### src/rtl/prco_lmem_arbiter_pkg.sv
// rtl/prco_lmem_arbiter_pkg.sv - shared constants for the local memory arbiter
package prco_lmem_arbiter_pkg;

    localparam int OWN_W = 2;

    typedef enum logic [OWN_W-1:0] {
        OWN_NONE = 2'd0,
        OWN_F    = 2'd1,
        OWN_D    = 2'd2,
        OWN_H    = 2'd3
    } owner_e;

endpackage

### src/rtl/prco_arb_tagpipe.sv
// rtl/prco_arb_tagpipe.sv - owner-tag shift register tracking in-flight reads
module prco_arb_tagpipe
    import prco_lmem_arbiter_pkg::*;
#(
    parameter int DEPTH = 2
) (
    input  logic   clk,
    input  logic   flush,
    input  owner_e tag_push,
    output owner_e tag_head
);

    owner_e stage [DEPTH];

    always_ff @(posedge clk) begin
        if (flush) begin
            for (int i = 0; i < DEPTH; i++) begin
                stage[i] <= OWN_NONE;
            end
        end else begin
            stage[0] <= tag_push;
            for (int i = 1; i < DEPTH; i++) begin
                stage[i] <= stage[i-1];
            end
        end
    end

    assign tag_head = stage[DEPTH-1];

endmodule

### src/rtl/prco_lmem_arbiter.sv
// rtl/prco_lmem_arbiter.sv - single-port local memory arbiter for fetch/data
// Optional host/debug loader port and core hold enabled by PRCO_ARB_HOST_EN.
module prco_lmem_arbiter
    import prco_lmem_arbiter_pkg::*;
#(
    parameter int ADDR_W       = 16,
    parameter int DATA_W       = 16,
    parameter int MEM_LAT      = 1,
    parameter int MAX_DATA_RUN = 4
) (
    input  logic              i_clk,
    input  logic              i_reset,
    input  logic              i_f_req,
    input  logic [ADDR_W-1:0] i_f_addr,
    output logic              q_f_gnt,
    output logic              q_f_rvalid,
    input  logic              i_d_req,
    input  logic              i_d_we,
    input  logic [ADDR_W-1:0] i_d_addr,
    input  logic [DATA_W-1:0] i_d_din,
    output logic              q_d_gnt,
    output logic              q_d_rvalid,
`ifdef PRCO_ARB_HOST_EN
    input  logic              i_h_req,
    input  logic              i_h_we,
    input  logic [ADDR_W-1:0] i_h_addr,
    input  logic [DATA_W-1:0] i_h_din,
    output logic              q_h_gnt,
    output logic              q_h_rvalid,
    output logic              q_core_hold,
`endif
    output logic [DATA_W-1:0] q_rdata,
    output logic              q_mem_en,
    output logic              q_mem_we,
    output logic [ADDR_W-1:0] q_mem_addr,
    output logic [DATA_W-1:0] q_mem_din,
    input  logic [DATA_W-1:0] i_mem_dout
);

    localparam int RUN_W = $clog2(MAX_DATA_RUN + 1);
    localparam logic [RUN_W-1:0] RUN_MAX = RUN_W'(MAX_DATA_RUN);

    logic              h_req;
    logic              h_we;
    logic [ADDR_W-1:0] h_addr;
    logic [DATA_W-1:0] h_din;
    logic              h_gnt;
    logic              f_gnt;
    logic              d_gnt;
    logic              any_gnt;
    logic              fetch_due;
    logic              sel_we;
    logic [ADDR_W-1:0] sel_addr;
    logic [DATA_W-1:0] sel_din;
    owner_e            sel_tag;
    owner_e            head_tag;
    logic [RUN_W-1:0]  run_cnt;

`ifdef PRCO_ARB_HOST_EN
    assign h_req  = i_h_req;
    assign h_we   = i_h_we;
    assign h_addr = i_h_addr;
    assign h_din  = i_h_din;
`else
    assign h_req  = 1'b0;
    assign h_we   = 1'b0;
    assign h_addr = '0;
    assign h_din  = '0;
`endif

    // fetch only overrides data once data has won MAX_DATA_RUN times in a row
    assign fetch_due = i_f_req && (run_cnt == RUN_MAX);

    always_comb begin
        h_gnt = 1'b0;
        d_gnt = 1'b0;
        f_gnt = 1'b0;
        if (!i_reset) begin
            if (h_req) begin
                h_gnt = 1'b1;
            end else if (i_d_req && !fetch_due) begin
                d_gnt = 1'b1;
            end else if (i_f_req) begin
                f_gnt = 1'b1;
            end
        end
    end

    assign any_gnt = h_gnt || d_gnt || f_gnt;
    assign q_f_gnt = f_gnt;
    assign q_d_gnt = d_gnt;

    always_comb begin
        sel_we   = 1'b0;
        sel_addr = i_f_addr;
        sel_din  = q_mem_din;
        sel_tag  = OWN_NONE;
        if (h_gnt) begin
            sel_we   = h_we;
            sel_addr = h_addr;
            sel_din  = h_din;
            sel_tag  = h_we ? OWN_NONE : OWN_H;
        end else if (d_gnt) begin
            sel_we   = i_d_we;
            sel_addr = i_d_addr;
            sel_din  = i_d_din;
            sel_tag  = i_d_we ? OWN_NONE : OWN_D;
        end else if (f_gnt) begin
            sel_tag  = OWN_F;
        end
    end

    always_ff @(posedge i_clk) begin
        if (i_reset) begin
            q_mem_en   <= 1'b0;
            q_mem_we   <= 1'b0;
            q_mem_addr <= '0;
            q_mem_din  <= '0;
        end else begin
            q_mem_en <= any_gnt;
            q_mem_we <= any_gnt && sel_we;
            if (any_gnt) begin
                q_mem_addr <= sel_addr;
                q_mem_din  <= sel_din;
            end
        end
    end

    always_ff @(posedge i_clk) begin
        if (i_reset || !i_f_req || f_gnt) begin
            run_cnt <= '0;
        end else if (d_gnt) begin
            run_cnt <= run_cnt + RUN_W'(1);
        end
    end

    prco_arb_tagpipe #(
        .DEPTH(1 + MEM_LAT)
    ) u_tagpipe (
        .clk     (i_clk),
        .flush   (i_reset),
        .tag_push(sel_tag),
        .tag_head(head_tag)
    );

    assign q_rdata    = i_mem_dout;
    assign q_f_rvalid = !i_reset && (head_tag == OWN_F);
    assign q_d_rvalid = !i_reset && (head_tag == OWN_D);

`ifdef PRCO_ARB_HOST_EN
    localparam int PEND_W = $clog2(MEM_LAT + 2) + 1;

    logic [PEND_W-1:0] h_pend;
    logic [PEND_W-1:0] h_pend_nxt;

    assign q_h_gnt    = h_gnt;
    assign q_h_rvalid = !i_reset && (head_tag == OWN_H);

    always_comb begin
        h_pend_nxt = h_pend;
        if (h_gnt && !h_we) begin
            h_pend_nxt = h_pend_nxt + PEND_W'(1);
        end
        if (q_h_rvalid) begin
            h_pend_nxt = h_pend_nxt - PEND_W'(1);
        end
    end

    // hold the core until the host has dropped its request and drained its reads
    always_ff @(posedge i_clk) begin
        if (i_reset) begin
            h_pend      <= '0;
            q_core_hold <= 1'b0;
        end else begin
            h_pend      <= h_pend_nxt;
            q_core_hold <= i_h_req || (h_pend_nxt != '0);
        end
    end
`endif

endmodule
### config.mk
export PLATFORM = sky130hd
export DESIGN_NAME = prco_lmem_arbiter
export DESIGN_NICKNAME = d
export VERILOG_FILES = /design/src/rtl/prco_lmem_arbiter_pkg.sv /design/src/rtl/prco_arb_tagpipe.sv /design/src/rtl/prco_lmem_arbiter.sv
export SDC_FILE = /design/constraint.sdc
export NUM_CORES = 1
export LEC_CHECK = 0
export BUFFER_PORTS_ARGS = -buffer_cell sky130_fd_sc_hd__clkbuf_2
export CAP_MARGIN = 0
export CORE_UTILIZATION = 38
export CTS_CLUSTER_DIAMETER = 40
export DETAILED_ROUTE_END_ITERATION = 10
export GPL_ROUTABILITY_DRIVEN = 0
export HOLD_SLACK_MARGIN = 0.15
export PLACE_DENSITY = 0.74
export SLEW_MARGIN = 15
export SYNTH_ARGS = -nofsm -noshare
export SYNTH_HDL_FRONTEND = slang
export SYNTH_HIERARCHICAL = 1
export SYNTH_SLANG_ARGS = --single-unit
### constraint.sdc
create_clock -name i_clk -period 1.4 [get_ports i_clk]
set_input_delay 0.28 -clock i_clk [delete_from_list [all_inputs] [get_ports i_clk]]
set_output_delay 0.28 -clock i_clk [all_outputs]
set_load 0.02 [all_outputs]
### Word-level counts from Yosys, hierarchy flattened

Memories as Yosys holds them, arrays and structs flattened.
Cells that the tools add are included.
W data, S select, Z words.

| cells by class | value |
|---|---|
| add/sub/neg operators | 1 |
| eq/ne operators | 3 |
| muxes and demuxes | 15 |
| bitwise gates (word level) | 2 |
| reduce and logical (&&, ||, !) cells | 12 |

Operators with widths:

| cell | number |
|---|---|
| $mux W16 | 1 |
| $mux W1 | 10 |
| $mux W2 | 4 |
| $logic_and A1 B1 Y1 | 5 |
| $add A3 B1 Y3 const B | 1 |
| $eq A3 B3 Y1 const B | 1 |
| $logic_not A1 Y1 | 3 |
| $logic_or A1 B1 Y1 | 3 |
| $eq A2 B1 Y1 const B | 1 |
| $eq A2 B2 Y1 const B | 1 |
| $or A1 B1 Y1 | 2 |
| $reduce_and A2 Y1 | 1 |

| storage, ports and cells | value |
|---|---|
| bits in registers | 37 |
| bits in writable memories | 4 |
| input port bits | 69 |
| output and inout port bits | 54 |
| word-level logic and storage cells | 39 |
| memories kept | 1 |

Memories:

| memory | depth | width | read ports | clocked after memory_dff | write ports | RTL line | RTL |
|---|---|---|---|---|---|---|---|
| u_tagpipe.stage | 2 | 2 | 2 | 0 | 2 | prco_arb_tagpipe.sv:13 | `owner_e stage [DEPTH];` |

### Longest topological paths before layout

| depth | value |
|---|---|
| depth after elaboration | 9 |
| gate-level depth with buffers | 7 |
| depth with buffers taken out | 6 |

### By module

Netlist, hierarchy kept.

By module, submodules not included:

| module | times used | cells each | area each (sq um) | sequential area each (sq um) |
|---|---|---|---|---|
| prco_lmem_arbiter | 1 | 191 | 1778.0 | 740.7 |
| prco_arb_tagpipe | 1 | 10 | 120.1 | 80.1 |

### Worst setup path before layout

Ideal clock, no wire load.

| timing | value |
|---|---|
| kind | flip-flop to output port |
| from | register run_cnt[0] |
| to | output q_d_gnt |
| data arrival time | 1.290 ns |
| required time | 1.120 ns |
| setup slack | -0.170 ns |
| stages on the path, launching flop included | 7 |
| path buffers | 1 |
| path through | dfxtp_1 -> inv_1 -> ha_1 -> nand3_2 -> nand2_1 -> buf_2 -> nor2_1 |

| between the ends | value |
|---|---|
| longest elaborated chain between the ends | 6 |

RTL lines:

| element | RTL line | RTL |
|---|---|---|
| start, declared | prco_lmem_arbiter.sv:57 | `logic [RUN_W-1:0] run_cnt;` |
| start signal, assigned | prco_lmem_arbiter.sv:133 | `run_cnt <= run_cnt + RUN_W'(1);` |
| $eq A3 B3 Y1 | prco_lmem_arbiter.sv:72 | `assign fetch_due = i_f_req && (run_cnt == RUN_MAX);` |
| $logic_and A1 B1 Y1 | prco_lmem_arbiter.sv:72 |  |
| $logic_not A1 Y1 | prco_lmem_arbiter.sv:81 | `end else if (i_d_req && !fetch_due) begin` |
| $logic_and A1 B1 Y1 | prco_lmem_arbiter.sv:81 |  |
| $mux W1 | prco_lmem_arbiter.sv:81 |  |
| $mux W1 | prco_lmem_arbiter.sv:78 | `if (!i_reset) begin` |
| end, declared | prco_lmem_arbiter.sv:21 | `output logic q_d_gnt,` |

No other way between the ends.

### Final worst setup path

| timing | value |
|---|---|
| from | register run_cnt[0] |
| to | output q_f_gnt |

| between the ends | value |
|---|---|
| longest elaborated chain between the ends | 6 |

RTL lines:

| element | RTL line | RTL |
|---|---|---|
| $eq A3 B3 Y1 | prco_lmem_arbiter.sv:72 |  |
| $logic_and A1 B1 Y1 | prco_lmem_arbiter.sv:72 |  |
| $logic_not A1 Y1 | prco_lmem_arbiter.sv:81 |  |
| $logic_and A1 B1 Y1 | prco_lmem_arbiter.sv:81 |  |
| $mux W1 | prco_lmem_arbiter.sv:81 |  |
| $mux W1 | prco_lmem_arbiter.sv:78 |  |
| end, declared | prco_lmem_arbiter.sv:15 | `output logic q_f_gnt,` |

No other way between the ends.

==> impl_metrics.env <==
export IMPL_diodes=0
export IMPL_die_w_um=72.7
export IMPL_synth_area_top_cells="dfxtp_1, a211oi_2, buf_4, mux2i_1, a21oi_1"
export IMPL_area_growth_pct=40.1
export IMPL_finalCriticalPeriod_ns=1.63
export IMPL_antenna_left=0
export IMPL_drt_iter0_drc=101
export IMPL_port_buffers=90
export IMPL_syn_area_um2=1900
export IMPL_critPathTopFamily="simple AND/OR/NAND/NOR gates"
export IMPL_crit_type="reg2out"
export IMPL_holdBufCountCts=0
export IMPL_setup_tns_final_ns=-0.798
export IMPL_total_power_mw=2.55
export IMPL_violations="setup timing"
export IMPL_synth_warnings=6
export IMPL_ys_seq_area_share_pct=43.2
export IMPL_hold_path_class="in2reg"
export IMPL_routed_via_density=4.85
export IMPL_vias=1689
export IMPL_rows=25
export IMPL_nNetsFinal=352
export IMPL_relSlewSlack_pct=86.2
export IMPL_synth_nets=272
export IMPL_crit_arrival_ns=1.35
export IMPL_grt_pass1_wl_um=6870
export IMPL_worstPathCellList="inv_2 > ha_4 > nand3_4 > nand2_4 > and3b_2 > buf_8"
export IMPL_status="complete, but fails checks"
export IMPL_dp_hpwl_um=3170
export IMPL_cts_buffer_depth=2
export IMPL_startpoint_type="register"
export IMPL_switching_share_pct=27.6
export IMPL_post_drt_wl_per_cell_um=13.4
export IMPL_place_inst=334
export IMPL_clk_latency_ns=0.29
export IMPL_nFillCells=457
export IMPL_p_int_mw=1.85
export IMPL_crit_slowest_cell="dfxtp_2"
export IMPL_clock_sinks=41
export IMPL_grt_usage_pct=16.8
export IMPL_instances_no_fill=348
export IMPL_fin_ws_ns=-0.226
export IMPL_finClkSkew_ns=0.00431
export IMPL_critPathCaptureType="output port"
export IMPL_finalCritPeriodShare_pct=116
export IMPL_htreeDepth=2
export IMPL_grt_pass1_vias=1578
export IMPL_netlist_instances=201
export IMPL_dr_pass1_iters=4
export IMPL_grt_max_degree=33
export IMPL_worst_hold_slack_ns=0.215
export IMPL_seq_power_share_pct=49.6
export IMPL_wirelength_um=4680
export IMPL_io_pins=123
export IMPL_grt_ovfl_total=0
export IMPL_die_area_um2=5280
export IMPL_regArea_um2=823
export IMPL_drc=0
export IMPL_power_density_nw_per_um2=960
export IMPL_path_clk_slew_ns=0.07
export IMPL_cts_tree="yes"
export IMPL_die_h_um=72.7
export IMPL_synth_top_area_cell="dfxtp_1"
export IMPL_worst_pin_slew_ns=0.202
export IMPL_synthFlopType="dfxtp_1"
export IMPL_rsz0062_at_grt="yes"
export IMPL_core_um2=4750
export IMPL_p_leak_nw=1.20
export IMPL_start_util_pct=39.9
export IMPL_synthArstFlopShare_pct=0
export IMPL_critPathBufInv=2
export IMPL_max_stage_delay_ns=0.34
export IMPL_layout_drive_gt1_share_pct=55.2
export IMPL_synth_most_common_cell="dfxtp_1"
export IMPL_crit_required_ns=1.12
export IMPL_yosys_top_cells_count="dfxtp_1, buf_4, a21oi_1, mux2i_1, nor3_1"
export IMPL_p_switching_uw=703
export IMPL_hold_viol_final=0
export IMPL_synth_area_per_cell_um2=9.44
export IMPL_synth_top_area_share_pct=43.2
export IMPL_ir_drop_v=0.000596
export IMPL_maxSlewViolCount=0
export IMPL_cp_max_fo=3
export IMPL_multi_input_area_um2=971
export IMPL_final_setup_viol_count=26
export IMPL_cts_buffers=5
export IMPL_timing_fmax_mhz=615
export IMPL_max_cap_violations=0
export IMPL_yosysUniqueCellTypes=23
export IMPL_antenna_found_initial=0
export IMPL_p_comb_share_pct=19.7
export IMPL_root_buffer="clkbuf_8"
export IMPL_synth_edff_count=0
export IMPL_ys_ff_latch=41
export IMPL_clkPwrFrac_pct=30.7
==> area by class of cell <==
cell class | instances | area share [%]
repair buffers | 109 | 25.6
multi-input cells | 121 | 36.5
inverters | 3 | 0.424
flip-flops and latches | 41 | 31.0
clock buffers | 6 | 3.11
well taps | 67 | 3.15
clock inverters | 1 | 0.282
==> worst register-to-register path: stages (launching register included) <==
cell and delay (ns):
dfxtp_2 0.34, inv_2 0.05, ha_4 0.16, buf_4 0.13, and3_2 0.26, buf_8 0.18, nor3_1 0.18, a211oi_2 0.07
==> metal layers <==
layer,up-vias,wire [um],GRT usage (%)
li1,855,-,-
met3,8,218,4.70
met4,0,77,6.32
met5,-,0,0
met1,777,2030,18.8
met2,49,2350,30.3
==> registers in the layout (all words and copies together) (netlist names) <==
signal	count
q_mem_addr	16
q_mem_din	16
u_tagpipe/stage	4
run_cnt	3
q_mem_en	1
q_mem_we	1
==> cells by family after synthesis <==
| family | after synthesis | synth area share (%) |
|---|---|---|
| simple gates | 53 | 15.2 |
| mux | 17 | 8.96 |
| flops | 41 | 43.2 |
| buf+inv | 39 | 12.5 |
| compound gates | 49 | 18.7 |
| fa+ha+maj | 2 | 1.32 |
==> cells in the final DEF (no fill, tap or decap), drive strengths merged <==
| master | Yosys | final |
|---|---|---|
| clkinvlp | 0 | 1 |
| and3 | 1 | 1 |
| and2 | 2 | 2 |
| o21ai | 16 | 16 |
| nor2 | 5 | 5 |
| buf | 30 | 20 |
| ha | 2 | 2 |
| dfxtp | 41 | 41 |
| nand3 | 17 | 17 |
| a211oi | 16 | 16 |
| mux2i | 17 | 17 |
| nor3 | 17 | 17 |
| clkbuf | 6 | 95 |
| nor3b | 3 | 3 |
| and3b | 2 | 2 |
| nand2 | 1 | 1 |
| nand3b | 1 | 1 |
| nor2b | 4 | 4 |
| inv | 3 | 3 |
| a21oi | 17 | 17 |
==> power groups by stage <==
stage	registers (mW)	clock network (mW)	logic, mW
2_1_floorplan	1.37	0	0.266
3_3_place_gp	1.29	0	0.460
3_5_place_dp	1.29	0	0.466
4_1_cts	1.26	0.807	0.476
5_1_grt	1.27	0.858	0.541
6_report	1.26	0.784	0.503
==> path summary, 6_finish.rpt <==
path | cells past startpoint | endpoint | startpoint | slack, ns
max | 6 | q_f_gnt | run_cnt[0] | -0.23
min | 3 | q_mem_din[4] | i_d_din[4] | 0.22
max reg2reg | 7 | q_mem_addr[3] | run_cnt[0] | -0.07
min reg2reg | 1 | u_tagpipe/stage[0][3] | u_tagpipe/stage[0][1] | 0.45
==> per-stage QoR <==
step	util (%)	worst slack, ns	cell area [um^2]
global placement	49.5	0.0263	2350
finish	55.9	-0.226	2660
global route	55.9	-0.271	2660
floorplan	-	0.00523	1930
detailed placement	49.5	0.00311	2350
CTS	52.2	-0.226	2480
==> repair_timing <==
| item | CTS | global route |
|---|---|---|
| gates resized for setup | 9 | 27 |
| buffers inserted | 2 | 4 |
| pin swaps | 3 | 4 |
| cloned | 0 | 1 |
| setup endpoints to repair | 3 | 6 |
(Power assumes the default switching activity.)
